--- src/rtl/sam_arith_dispatch.sv ---
// Opcode dispatcher: decodes a 16-bit opcode, issues operands from an
// 8-entry register file to an external arithmetic unit and writes the result back.
module sam_arith_dispatch #(
  parameter int TGT_BITS = 32
) (
  input  logic                clk,
  input  logic                rsta,
  input  logic                opValid,
  input  logic [15:0]         opcode,
  output logic                opReady,
  output logic                arithGo,
  output logic [4:0]          arithSubOp,
  output logic [TGT_BITS-1:0] arithLeft,
  output logic [TGT_BITS-1:0] arithRite,
  input  logic [TGT_BITS:0]   arithWord,
  input  logic                arithCarry,
  output logic                done,
  output logic                illegal,
  output logic                carryF,
  output logic                zeroF,
  input  logic                regWrEn,
  input  logic [2:0]          regWrAddr,
  input  logic [TGT_BITS-1:0] regWrData,
  input  logic [2:0]          regRdAddr,
  output logic [TGT_BITS-1:0] regRdData
);

  typedef enum logic [1:0] {IDLE, ISSUE, WAIT, WB} state_t;

  localparam logic [4:0] LEGAL_TAG = 5'b11000;
  localparam logic [4:0] SUB_CMP   = 5'd4;

  state_t              state_q, state_d;
  logic [2:0]          dreg_q, sreg_q;
  logic [4:0]          subop_q;
  logic [TGT_BITS-1:0] left_q, rite_q;
  logic                illegal_q, carry_q, zero_q;
  logic [TGT_BITS-1:0] regs_q [8];
  logic [7:0]          reg_we;
  logic [TGT_BITS-1:0] reg_wdata [8];

  logic [2:0] op_dreg, op_sreg;
  logic [4:0] op_subop, op_tag;
  logic       op_legal, accept, host_wr, wb_wr;

  // The top bit of the arithmetic word is not part of the result; carry comes from arithCarry.
  logic unused_word_msb;
  assign unused_word_msb = arithWord[TGT_BITS];

  assign op_dreg  = opcode[15:13];
  assign op_subop = opcode[12:8];
  assign op_sreg  = opcode[7:5];
  assign op_tag   = opcode[4:0];
  assign op_legal = (op_tag == LEGAL_TAG) && !op_subop[4];

  assign opReady = (state_q == IDLE) && !rsta;
  assign accept  = opValid && opReady;
  assign host_wr = regWrEn && (state_q == IDLE) && !rsta;
  assign wb_wr   = (state_q == WAIT) && (subop_q != SUB_CMP);

  always_comb begin
    state_d = state_q;
    case (state_q)
      IDLE:    if (accept && op_legal) state_d = ISSUE;
      ISSUE:   state_d = WAIT;
      WAIT:    state_d = WB;
      WB:      state_d = IDLE;
      default: state_d = IDLE;
    endcase
  end

  always_ff @(posedge clk) begin
    if (rsta) begin
      state_q   <= IDLE;
      dreg_q    <= '0;
      sreg_q    <= '0;
      subop_q   <= '0;
      left_q    <= '0;
      rite_q    <= '0;
      illegal_q <= 1'b0;
      carry_q   <= 1'b0;
      zero_q    <= 1'b0;
    end else begin
      state_q   <= state_d;
      illegal_q <= accept && !op_legal;
      if (accept) begin
        dreg_q  <= op_dreg;
        subop_q <= op_subop;
        sreg_q  <= op_sreg;
      end
      // Operands are frozen at the end of ISSUE so the write-back cannot disturb them.
      if (state_q == ISSUE) begin
        left_q <= regs_q[0];
        rite_q <= regs_q[sreg_q];
      end
      if (state_q == WAIT) begin
        carry_q <= arithCarry;
        zero_q  <= (arithWord[TGT_BITS-1:0] == '0);
      end
    end
  end

  // Host writes and write-back never coincide: host writes are only honoured in IDLE.
  for (genvar gi = 0; gi < 8; gi++) begin : g_reg_wr
    assign reg_we[gi]    = (host_wr && (regWrAddr == 3'(gi))) || (wb_wr && (dreg_q == 3'(gi)));
    assign reg_wdata[gi] = host_wr ? regWrData : arithWord[TGT_BITS-1:0];
  end

  always_ff @(posedge clk) begin
    for (int i = 0; i < 8; i++) begin
      if (rsta) begin
        regs_q[i] <= '0;
      end else if (reg_we[i]) begin
        regs_q[i] <= reg_wdata[i];
      end
    end
  end

  assign regRdData = regs_q[regRdAddr];

  assign arithGo    = (state_q == ISSUE) && !rsta;
  assign done       = (state_q == WB) && !rsta;
  assign illegal    = illegal_q && !rsta;
  assign carryF     = carry_q && !rsta;
  assign zeroF      = zero_q && !rsta;
  assign arithSubOp = ((state_q != IDLE) && !rsta) ? subop_q : 5'd0;

  always_comb begin
    arithLeft = '0;
    arithRite = '0;
    if (!rsta) begin
      if (state_q == ISSUE) begin
        arithLeft = regs_q[0];
        arithRite = regs_q[sreg_q];
      end else if (state_q == WAIT || state_q == WB) begin
        arithLeft = left_q;
        arithRite = rite_q;
      end
    end
  end

endmodule

--- config.mk ---
export PLATFORM = sky130hd
export DESIGN_NAME = sam_arith_dispatch
export DESIGN_NICKNAME = d
export VERILOG_FILES = /design/src/rtl/sam_arith_dispatch.sv
export SDC_FILE = /design/constraint.sdc
export NUM_CORES = 1
export LEC_CHECK = 0
export BUFFER_PORTS_ARGS = -buffer_cell sky130_fd_sc_hd__buf_4
export CAP_MARGIN = 5
export CORE_MARGIN = 2
export CORE_UTILIZATION = 59
export DETAILED_ROUTE_END_ITERATION = 7
export PLACE_DENSITY = 0.78
export SLEW_MARGIN = 20
export SYNTH_ARGS = -nofsm -noshare
export SYNTH_HDL_FRONTEND = slang
export SYNTH_SLANG_ARGS = --single-unit
--- constraint.sdc ---
create_clock -name clk -period 5.1 [get_ports clk]
set_input_delay 1.02 -clock clk [delete_from_list [all_inputs] [get_ports clk]]
set_output_delay 1.02 -clock clk [all_outputs]
set_load 0.05 [all_outputs]
==> flow_summary_export.csv <==
group,metric,value,unit
route,routed_via_density,6.444,
layout,finish.net_count,1670,
place,place_area,0.01886,mm2
synth,postSynthCellCount,1413,
pwr,power.leakage,7.568,nW
critical_path,crit_chain,"inv_1 -> ha_1 -> nor2_2 -> buf_4 -> or2_2 -> o21ai_0 -> buf_4",
floorplan,dieHeight,173.7,um
layout,nFillCells,2052,
route,dr.pass1.iters,5,
critical_path,cp-start-kind,"flop",
route,via_count,12770,
route,drtAntennaViolNets,0,
synth,synth-seq-cells,339,
clock_network,clk_pin_slew_worst_paths,0.06,ns
critical_path,worstSetupStartpoint,"state_q[0]",
synth,yosys.area.top_type_share,45.26,%
floorplan,start_util,59.50,%
synth,yosys_most_used_dff,"edfxtp_1",
layout,area_delta_synth_final,18.16,%
timing,tightest_slew,1.128,ns
timing,max_freq,227.9,MHz
clock_network,insertion_delay,0.51,ns
timing,hold_violations,0,
critical_path,crit_required,4.08,ns
route,initialDrtViolationCount,1545,
critical_path,crit_path_frequent_cell,"buf_4",
clock_network,postCtsResizedCells,0,
floorplan,rows,62,
synth,synth-seq-area-share,55.04,%
critical_path,cpPeakStageDelay,0.80,ns
place,place_hpwl,29500,um
timing,finalSetupTns,0,ns
global_route,grt_overflow,0,
layout,final_cell_mix,"nor2_1 (272), edfxtp_1 (256), buf_4 (226)",
clock_network,clock_sinks,339,
min_path,hp-start,"left_q[11]",
route,totalWireLength,48660,um
synth,yosys-top-cells-area,"edfxtp_1 (45%), dfxtp_1 (9.8%), mux2i_1 (9.5%)",
global_route,antenna_found_initial,0,
place,pre_cts_slack,1.178,ns
global_route,grt_pass1_vias,13020,
timing,slew_headroom,24.81,%
place,gp_congestion,0.8128,
layout,drive_above_1_share,25.47,%
min_path,hold_class,"reg2reg",
clock_network,cts_root_buf,"clkbuf_16",
timing,drv_slew,0,
place,portBuffers,197,
clock_network,post_cts_buffers,0,
clock_network,cts_made_buffers,36,
clock_network,cts.hold.buffers_added,0,
pwr,peakVddDrop,227.9,uV
synth,syn-num-nets,1510,
layout,fin_cells,1982,
clock_network,tritoncts,"done",
layout,multi_input_area,0.007192,mm2
run_status,outcome,"complete, no violations",
layout,mostFrequentLayoutCell,"nor2_1",
floorplan,fp.dieW,173.7,um
critical_path,crit_path_top_delay_cell,"or2_2",
synth,async_flop_share,0,%
timing,period_share,86.04,%
clock_network,cts_buffer_depth,3,
layout,postLayoutCellArea,0.02007,mm2
synth,avgSynthCellArea,12.02,um2
layout,insertedDiodeCount,0,
run,max-cap-violations,0,
global_route,grt_max_degree,97,
timing,finalSetupViolations,0,
floorplan,core-area,0.02855,mm2
synth,ys.warnings.count,0,
synth,synth_edf_count,256,
synth,yosysTopAreaCell,"edfxtp_1",
timing,setup_ws,0.7122,ns
critical_path,critical_path_class,"reg2out",
clock_network,h-tree-depth,2,
global_route,track_usage,32.18,%
critical_path,r2r-start,"state_q[0]",
timing,rsz0062_at_grt,"no",
global_route,grt_pass1_wl,73680,um
route,drc,0,
synth,netlist_area,0.01699,mm2
floorplan,ios,199,
floorplan,die_area,0.03016,mm2
synth,ys_types,47,
critical_path,critPathArrivalTime,3.37,ns
critical_path,end_kind,"output pin",
timing,fin_crit,4.388,ns
route,wl_per_cell,24.55,um
critical_path,critPathMaxFanout,33,
layout,ff_latch_area,0.009353,mm2
timing,fin_skew,0.01250,ns
place,dp_cells,1919,
pwr,powerDensity,392.2,mW/mm2
[where the power goes]
| group | switching, mW | internal (mW) | total (mW) |
|---|---|---|---|
| combinational | 1.17 | 0.663 | 1.83 |
| sequential | 0.140 | 3.21 | 3.35 |
| clock | 1.03 | 1.65 | 2.69 |
[metrics by stage]
| step | hold WS (ns) | util, % | total power [mW] |
|---|---|---|---|
| finish | 0.4702 | 70.31 | 7.872 |
| global route | 0.4880 | 70.31 | 8.123 |
| CTS | 0.4705 | 70.31 | 7.865 |
| detailed placement | 0.4612 | 66.07 | 5.209 |
| global placement | 0.4560 | 66.07 | 5.158 |
| floorplan | 0.4485 | - | 4.631 |
[kinds of logic (layout without fill, tap and decap cells)]
kind of cell | count (synthesis) | in the layout | synth area share, %
buffers and inverters | 115 | 300 | 3.271
AOI/OAI and AO/OA | 216 | 216 | 8.346
DFF | 339 | 339 | 55.04
adders and majority gates | 5 | 5 | 0.3683
and+or+nand+nor | 480 | 480 | 12.80
muxes | 258 | 258 | 20.18
[layer usage]
| layer | routed length [um] | GRT usage [%] |
|---|---|---|
| met1 | 18080 | 41.52 |
| met2 | 23940 | 54.90 |
| met3 | 5270 | 6.425 |
| met4 | 1363 | 10.78 |
| met5 | 0 | 0 |
[synthesized netlist by cell type, drive strengths merged, types with 12 or more instances]
cell type	n
a21boi	33
a21oi	40
a22oi	64
buf	64
clkbuf	46
dfxtp	83
edfxtp	256
mux2	32
mux2i	162
mux4	64
nand2	57
nand2b	66
nand3	34
nand3b	12
nor2	274
o21ai	67
[cell type report]
class | count | share of cell area [%]
flip-flops and latches | 339 | 46.60
multi-input cells | 959 | 35.83
repair buffers | 232 | 9.052
clock buffers | 51 | 5.124
well taps | 384 | 2.394
clock inverters | 12 | 0.9039
inverters | 5 | 0.09351
[worst max-delay path, delay by kind of cell, from the launching register on]
family                     cells  cell delay [ns]
DFF                            1             0.38
adders and majority gates      1             0.37
buffers and inverters          3             0.79
and+or+nand+nor                2             0.95
AOI/OAI and AO/OA              1             0.33
[flip-flops by register name (all words and copies together), names as in the netlist, named ones only]
signal,count
carry_q,1
rite_q,32
illegal_q,1
regs_q,256
sreg_q,3
left_q,32
dreg_q,3
state_q,2
subop_q,5
zero_q,1
[worst paths after layout]
| check | to | slack, ns | cells past startpoint |
|---|---|---|---|
| worst min-delay path | left_q[11] | 0.47 | 2 |
| worst min register to register | left_q[11] | 0.47 | 2 |
| worst max register to register | regs_q[0][19] | 2.04 | 7 |
| worst max-delay path | arithRite[11] | 0.71 | 7 |
No activity file was read; power rests on OpenSTA's default activity.
